<file path="src/rtl/dice_pkg.sv">
// Shared types and constants for the dice game controller.
// Optional build macro used by the top: DICE_SCORE_EN (win/loss counters).
package dice_pkg;

  typedef enum logic [2:0] {
    IDLE  = 3'd0,
    SPIN  = 3'd1,
    LATCH = 3'd2,
    EVAL  = 3'd3,
    POINT = 3'd4,
    WIN   = 3'd5,
    LOSE  = 3'd6
  } state_e;

  localparam logic [2:0] FACE_MIN   = 3'd1;
  localparam logic [2:0] FACE_MAX   = 3'd6;
  localparam logic [3:0] NATURAL_7  = 4'd7;
  localparam logic [3:0] NATURAL_11 = 4'd11;
  localparam logic [3:0] CRAPS_2    = 4'd2;
  localparam logic [3:0] CRAPS_3    = 4'd3;
  localparam logic [3:0] CRAPS_12   = 4'd12;

  // A face outside 1..6 means a broken roller.
  function automatic logic face_ok(input logic [2:0] face);
    return (face >= FACE_MIN) && (face <= FACE_MAX);
  endfunction

endpackage

</file>
<file path="src/rtl/dice_roll_classify.sv">
// Craps rule table: classifies a latched sum as win, lose or point.
module dice_roll_classify
  import dice_pkg::*;
(
  input  logic [3:0] sum,
  input  logic [3:0] point,
  input  logic       come_out,
  output logic       is_win,
  output logic       is_lose,
  output logic       is_point
);

  always_comb begin
    is_win   = 1'b0;
    is_lose  = 1'b0;
    is_point = 1'b0;
    if (come_out) begin
      if (sum == NATURAL_7 || sum == NATURAL_11)
        is_win = 1'b1;
      else if (sum == CRAPS_2 || sum == CRAPS_3 || sum == CRAPS_12)
        is_lose = 1'b1;
      else
        is_point = 1'b1;
    end else begin
      // Making the point takes priority; a point can never be 7 anyway.
      if (sum == point)
        is_win = 1'b1;
      else if (sum == NATURAL_7)
        is_lose = 1'b1;
      else
        is_point = 1'b1;
    end
  end

endmodule

</file>
<file path="src/rtl/dice_game_ctrl.sv">
// Craps game sequencer driving a pair of dice rollers.
// Build option DICE_SCORE_EN adds saturating wins/losses counters.
module dice_game_ctrl
  import dice_pkg::*;
#(
  parameter int unsigned MIN_SPIN = 8,
  parameter int unsigned CNT_W    = 8
) (
  input  logic       clk,
  input  logic       reset_n,
  input  logic       roll,
  input  logic [2:0] dice_a,
  input  logic [2:0] dice_b,
  output logic       roll_ena,
  output logic [3:0] sum,
  output logic [3:0] point,
  output logic       win,
  output logic       lose,
  output logic       busy,
  output logic       fault
`ifdef DICE_SCORE_EN
  ,
  output logic [7:0] wins,
  output logic [7:0] losses
`endif
);

  state_e           state;
  logic             come_out;
  logic             roll_q;
  logic             roll_rise;
  logic [CNT_W-1:0] spin_cnt;
  logic             is_win;
  logic             is_lose;
  logic             is_point;

  assign roll_rise = roll & ~roll_q;
  assign roll_ena  = (state == SPIN);
  assign win       = (state == WIN);
  assign lose      = (state == LOSE);
  assign busy      = (state == SPIN) || (state == LATCH) || (state == EVAL);

  dice_roll_classify u_classify (
    .sum      (sum),
    .point    (point),
    .come_out (come_out),
    .is_win   (is_win),
    .is_lose  (is_lose),
    .is_point (is_point)
  );

  always_ff @(posedge clk) begin
    if (!reset_n) begin
      state    <= IDLE;
      come_out <= 1'b1;
      sum      <= 4'd0;
      point    <= 4'd0;
      spin_cnt <= '0;
      fault    <= 1'b0;
      roll_q   <= 1'b0;
`ifdef DICE_SCORE_EN
      wins     <= 8'd0;
      losses   <= 8'd0;
`endif
    end else begin
      roll_q <= roll;
      case (state)
        IDLE: begin
          if (roll_rise) begin
            state    <= SPIN;
            spin_cnt <= '0;
            sum      <= 4'd0;
          end
        end
        SPIN: begin
          if (spin_cnt < CNT_W'(MIN_SPIN))
            spin_cnt <= spin_cnt + CNT_W'(1);
          // Short presses keep spinning until the minimum scramble time is met.
          if (!roll && (spin_cnt >= CNT_W'(MIN_SPIN - 1)))
            state <= LATCH;
        end
        LATCH: begin
          if (!face_ok(dice_a) || !face_ok(dice_b)) begin
            fault    <= 1'b1;
            sum      <= 4'd0;
            come_out <= 1'b1;
            point    <= 4'd0;
            state    <= IDLE;
          end else begin
            sum   <= 4'(dice_a) + 4'(dice_b);
            state <= EVAL;
          end
        end
        EVAL: begin
          if (is_win) begin
            state <= WIN;
`ifdef DICE_SCORE_EN
            if (wins != 8'hFF) wins <= wins + 8'd1;
`endif
          end else if (is_lose) begin
            state <= LOSE;
`ifdef DICE_SCORE_EN
            if (losses != 8'hFF) losses <= losses + 8'd1;
`endif
          end else if (is_point) begin
            if (come_out) begin
              point    <= sum;
              come_out <= 1'b0;
            end
            state <= POINT;
          end
        end
        POINT: begin
          if (roll_rise) begin
            state    <= SPIN;
            spin_cnt <= '0;
          end
        end
        WIN, LOSE: begin
          // Point remains visible until the player starts the next game.
          if (roll_rise) begin
            state    <= SPIN;
            spin_cnt <= '0;
            come_out <= 1'b1;
            point    <= 4'd0;
          end
        end
        default: state <= IDLE;
      endcase
    end
  end

endmodule
</file>
<file path="config.mk">
export PLATFORM = sky130hd
export DESIGN_NAME = dice_game_ctrl
export DESIGN_NICKNAME = d
export VERILOG_FILES = /design/src/rtl/dice_pkg.sv /design/src/rtl/dice_roll_classify.sv /design/src/rtl/dice_game_ctrl.sv
export SDC_FILE = /design/constraint.sdc
export NUM_CORES = 1
export LEC_CHECK = 0
export ABC_AREA = 1
export CAP_MARGIN = 0
export CORE_ASPECT_RATIO = 0.5
export CORE_MARGIN = 4
export CORE_UTILIZATION = 50
export DETAILED_ROUTE_END_ITERATION = 16
export PLACE_DENSITY = 0.87
export SLEW_MARGIN = 20
export SYNTH_ARGS = -nofsm -noshare
export SYNTH_HDL_FRONTEND = slang
export SYNTH_SLANG_ARGS = --single-unit
</file>
<file path="constraint.sdc">
create_clock -name clk -period 1.6 [get_ports clk]
set_input_delay 0.32 -clock clk [delete_from_list [all_inputs] [get_ports clk]]
set_output_delay 0.32 -clock clk [all_outputs]
set_load 0.01 [all_outputs]
</file>
# Word level (Yosys, flattened, before mapping)
# Cells that the tools add are included.
# totals
ff_bits,22
latch_bits,0
mem_bits_rw,0
mem_bits_ro,0
inputBits,9
output_inout_bits,13
wordCells,102
mem_count,0
# op_classes
add_sub_neg,2
multipliers,0
div_mod_pow,0
n_lt_le_gt_ge,6
n_eq_ne,23
shifts,0
n_mux,38
n_bitwise,2
n_reduce_logical,24
# ops
op,count
4-bit two-way mux,7
1-bit two-way mux,18
8-bit two-way mux,2
8-bit one-hot mux with 2 select lines,1
3-bit two-way mux,5
2-bit != test (second input constant),6
3-bit one-hot mux with 4 select lines,1
4-bit one-hot mux with 3 select lines,1
3-bit equality test (second input constant),3
8-bit by 1-bit adder with 8-bit output (second input constant),1
4-bit by 2-bit equality test with 1-bit output (second input constant),2
4-bit equality test (second input constant),2
8-bit by 3-bit greater-or-equal comparator with 1-bit output (second input constant),1
8-bit by 4-bit < comparator with 1-bit output (second input constant),1
2-bit by 1-bit != test with 1-bit output (second input constant),4
4-bit one-hot mux with 2 select lines,1
7-bit AND reduction,1
3-bit by 2-bit equality test with 1-bit output (second input constant),2
3-bit by 1-bit greater-or-equal comparator with 1-bit output (second input constant),2
3-bit <= comparator (second input constant),2
1-bit logical OR,6
3-bit AND reduction,2
6-bit AND reduction,1
3-bit by 3-bit adder with 4-bit output,1
other kinds (16),22

# Logic depth before layout (Yosys ltp)
# logic_depth
word_depth,10
ltp_mapped,12
depth_no_buf,12

# By module
# A second synthesis with hierarchy kept.
# unflattened
cells_unflattened,230
hier_area_um2,1470.2
# by_module_without_submodules
mod,n_inst,cells_each,area_each_um2,seq_area_each_um2
dice_game_ctrl,1,184,1286.2,440.4
dice_roll_classify,1,46,183.9,0.0

# Least setup slack after synthesis
# OpenSTA, ideal clock, no wires.
# synth_timing
path_kind,register to register
start,register sum[1]
end,register point[0]
setup_ns,0.110
arrival_ns,1.299
t_required_ns,1.490
path_slack_ns,0.191
path_stages_with_launch,12
n_path_buf,0
synth_period_minus_slack_ns,1.409
cell_sequence,dfxtp_1 > nand2_1 > nor2_1 > nor2_2 > inv_1 > nand2_1 > nor2_1 > nor2_4 > nand3_2 > nand2_1 > inv_1 > nor2_1
# synth_via
elab_chain_cells,8
elab_cells_between_ends,26
cone_classes,eq/ne (9); mux (13); reduce/logical (4)
# synth_lines
element,line_no,text
"start, declared",dice_game_ctrl.sv:15,"output logic [3:0] sum,"
"start signal, assigned",dice_game_ctrl.sv:90,sum <= 4'(dice_a) + 4'(dice_b);
4-bit by 2-bit equality test with 1-bit output,dice_roll_classify.sv:20,else if (sum == CRAPS_2 || sum == CRAPS_3 || sum == CRAPS_12)
1-bit logical OR (2 in series),dice_roll_classify.sv:20,
1-bit two-way mux,dice_roll_classify.sv:20,
1-bit two-way mux,dice_roll_classify.sv:18,if (sum == NATURAL_7 || sum == NATURAL_11)
1-bit two-way mux,dice_roll_classify.sv:17,if (come_out) begin
2-bit != test (no line),--,
7-bit AND reduction (no line) *,--,
"end signal, assigned",dice_game_ctrl.sv:107,point <= sum;
"end, declared",dice_game_ctrl.sv:16,"output logic [3:0] point,"
# Every way passes the cells marked *; elsewhere a longest branch is shown, timed or not.
# A chain may end at the register's enable or synchronous reset.

# Final worst setup path
# layout_timing
start,register sum[0]
end,output port sum[0]
# No word-level cell between the ends.

==> impl_results.md <==
* Count of H-tree levels built during CTS at 1
* Length of routed met2 wiring at 1555 um
* Netlist Area Pre-Place at 1344 um2
* Number of global-route vias before repair at 1276
* CTS tree: built
* Power after layout at 0.002149 W
* Pre-CTS setup slack at -0.3337 ns
* Max-capacitance violation count at 0
* Pin count of the biggest net entering global routing at 14
* Port bufs at 21
* Portion of synthesized cell area occupied by the leading cell type at 32.77%
* Post-Synthesis Net Count at 231
* Static Leak at 0.8781 nW
* Cells traversed along the worst timing path: clkdlybuf4s50_1
* Run status: complete, no violations
* Period utilization at 95.90%
* Die footprint at 3632 um2
* Congestion Overflow GR at 0
* TritonCTS buffer count at 3
* Final layout net count at 268
* Top area cells in the synthesized netlist: sky130_fd_sc_hd__dfxtp_1, sky130_fd_sc_hd__nand2_1, sky130_fd_sc_hd__inv_1, sky130_fd_sc_hd__nor2_1, sky130_fd_sc_hd__a21oi_1
* Critical path class: flip-flop to primary output
* Wire per inst at 10.98 um
* CTS Buffer Depth at 2
* Critical path peak fanout at 7
* Chip Width at 81.32 um
* Total DRC errors in the routed layout at 0
* Initial core utilization at 56.29%
* Number of hold buffers added after CTS at 0
* Core ar. at 2387 um2
* Final weighted congestion in routability-driven placement at 0.8368
* DRT Pass-1 Iters at 4
* Wire length of the first global-routing pass at 5306 um
* Later-pin clock latency in the skew report at 0.26 ns
* Half-perimeter wire length of the detailed placement result at 2457 um
* Number of nets with antenna violations after detailed routing at 0
* Finish-stage setup viols at 0
* Critical path's largest stage delay at 0.56 ns
* Antenna Diode Count at 0
* Buffer type at the clock tree root: sky130_fd_sc_hd__clkbuf_8
* Endpoint class of the critical path: primary output
* Power density normalized to cell area at 1213 nW/um2
* Layout cells sized above 1 at 17.00%
* Gate count after technology mapping at 217
* Die boundary height at 44.66 um
* Class of the tightest hold or removal check: flip-flop to flip-flop
* Actual transition at the worst max-transition pin at 0.4213 ns
* Met1 wire length at 1395 um
* Top layer used by detailed routing: met4
* Max VDD drop at 0.0007308 V
* Final wirelength at 3161 um
* Relative max-transition margin at 71.88%
* Final hold viol count at 0
* I/O pin cnt at 22
* Req. time, crit path at 1.28 ns
* Cell family contributing the most delay on the critical path: buffers and inverters
* Post-DR vias/cell at 5.024
* GRT Total Usage at 18.77%
* Site Rows at 12
* Average cell area after synthesis at 6.193 um2
* Proportion of synthesized chip area in sequential cells at 32.77%
* Number of warnings issued by yosys at 0
* Post-route minimum period at 1.534 ns
* FMAX at 0.6517 GHz
* Number of antenna violations at the first check in global routing at 0
* Area leader, netlist: sky130_fd_sc_hd__dfxtp_1
* Final core utilization at 74.21%
* Setup slack after layout at 0.06553 ns
* Initial DRC Count at 52
* Clock skew after layout at 0.005434 ns
* Area growth from synthesis to layout at 31.84%
* FILL cells at 182
* WP data arrival at 1.21 ns
* Number of distinct library cells after synthesis at 25
* Type of origin of the critical path: flip-flop
* Clock-pin slew on the worst setup and hold paths at 0.08 ns
* Clock sink count at 22
* Buf/Inv on CP at 1
* Total via count in the routed design at 1447
* Setup repair after global routing missed its margin: yes
* Amount of wire on met3 after detailed routing at 178 um
* Post-synthesis sequential element count at 22
* Max Slew Vio Count at 0
* Critical-path cell with the highest stage delay: sky130_fd_sc_hd__clkdlybuf4s50_1
==> cells in the final DEF (no fill, tap or decap), drive strengths merged, types with 6 or more instances in the layout <==
cell / count
a21oi: 13
dfxtp: 22
nor2: 26
clkdlybuf4s50: 13
dlygate4sd2: 6
nand3: 10
o21ai: 8
nand2: 79
inv: 39
buf: 13
==> path summary, 6_finish.rpt <==
| kind | from | end | slack (ns) | depth (start not counted) |
|---|---|---|---|---|
| setup / recovery | sum[0] | sum[0] | 0.07 | 1 |
| hold reg to reg | spin_cnt[6] | spin_cnt[6] | 0.44 | 2 |
| hold / removal | spin_cnt[6] | spin_cnt[6] | 0.44 | 2 |
| setup reg to reg | sum[0] | point[0] | 0.17 | 11 |
==> through the flow <==
stage                     setup TNS [ns]  area [um2]  std cells  hold slack [ns]
after floorplan                        0        1344        217           0.4135
after global placement            -2.130        1680        283           0.4245
after detailed placement          -2.854        1680        283           0.4276
after CTS                              0        1739        287           0.4425
after global routing            -0.02313        1772        288           0.4618
final                                  0        1772        288           0.4411
==> state kept, by name, indices dropped and copies added (netlist names) <==
name      flops
fault         1
come_out      1
state         3
sum           4
point         4
roll_q        1
spin_cnt      8
==> cell families (layout without fill, tap and decap cells) <==
kind of cell,after synthesis,count (layout),share of synthesized area [%]
AND/OR/NAND/NOR,124,124,40.50
flip-flops,22,22,32.77
buffers and inverters,41,77,11.45
XOR/XNOR,1,1,0.6519
AO/OA/AOI/OAI,24,24,9.404
adder cells (fa/ha/maj),5,5,5.214
==> layout make-up <==
| class | instances | area, um2 | share of cell area [%] |
|---|---|---|---|
| repair buffers | 34 | 305.3 | 17.23 |
| well taps | 35 | 43.79 | 2.472 |
| clock buffers | 4 | 55.05 | 3.107 |
| flip-flops and latches | 22 | 451.7 | 25.49 |
| multi-input cells | 154 | 769.5 | 43.43 |
| inverters | 39 | 146.4 | 8.263 |
==> timing repair <==
action | CTS | global route
hold endpoints to repair | 0 | 0
setup buffers | 0 | 1
endpoints found under the setup margin | 10 | 7
resized for setup | 14 | 8
pin swaps | 2 | 2
==> layer usage <==
metal  GRT usage (%)  vias up
met4           4.040        0
li1                -      741
met2           34.30       32
met3           4.268        4
met1           22.67      670
met5               0        -
==> Yosys cell counts (all sizes together) <==
library cell / instances
nor3: 3
nand4: 5
or2: 1
ha: 4
nand3: 10
inv: 39
dfxtp: 22
o21ai: 8
nand2: 79
fa: 1
o211ai: 1
xnor2: 1
nor2: 26
a31oi: 1
a21oi: 13
clkbuf: 2
o21bai: 1
==> report_power, final <==
group,switching [W],leakage (nW),total (W),internal [W]
logic,0.000588,0.667,0.00103,0.000438
registers,0.0000834,0.182,0.000719,0.000636
clock network,0.000184,0.0288,0.000403,0.000220
(Power assumes the default switching activity.)
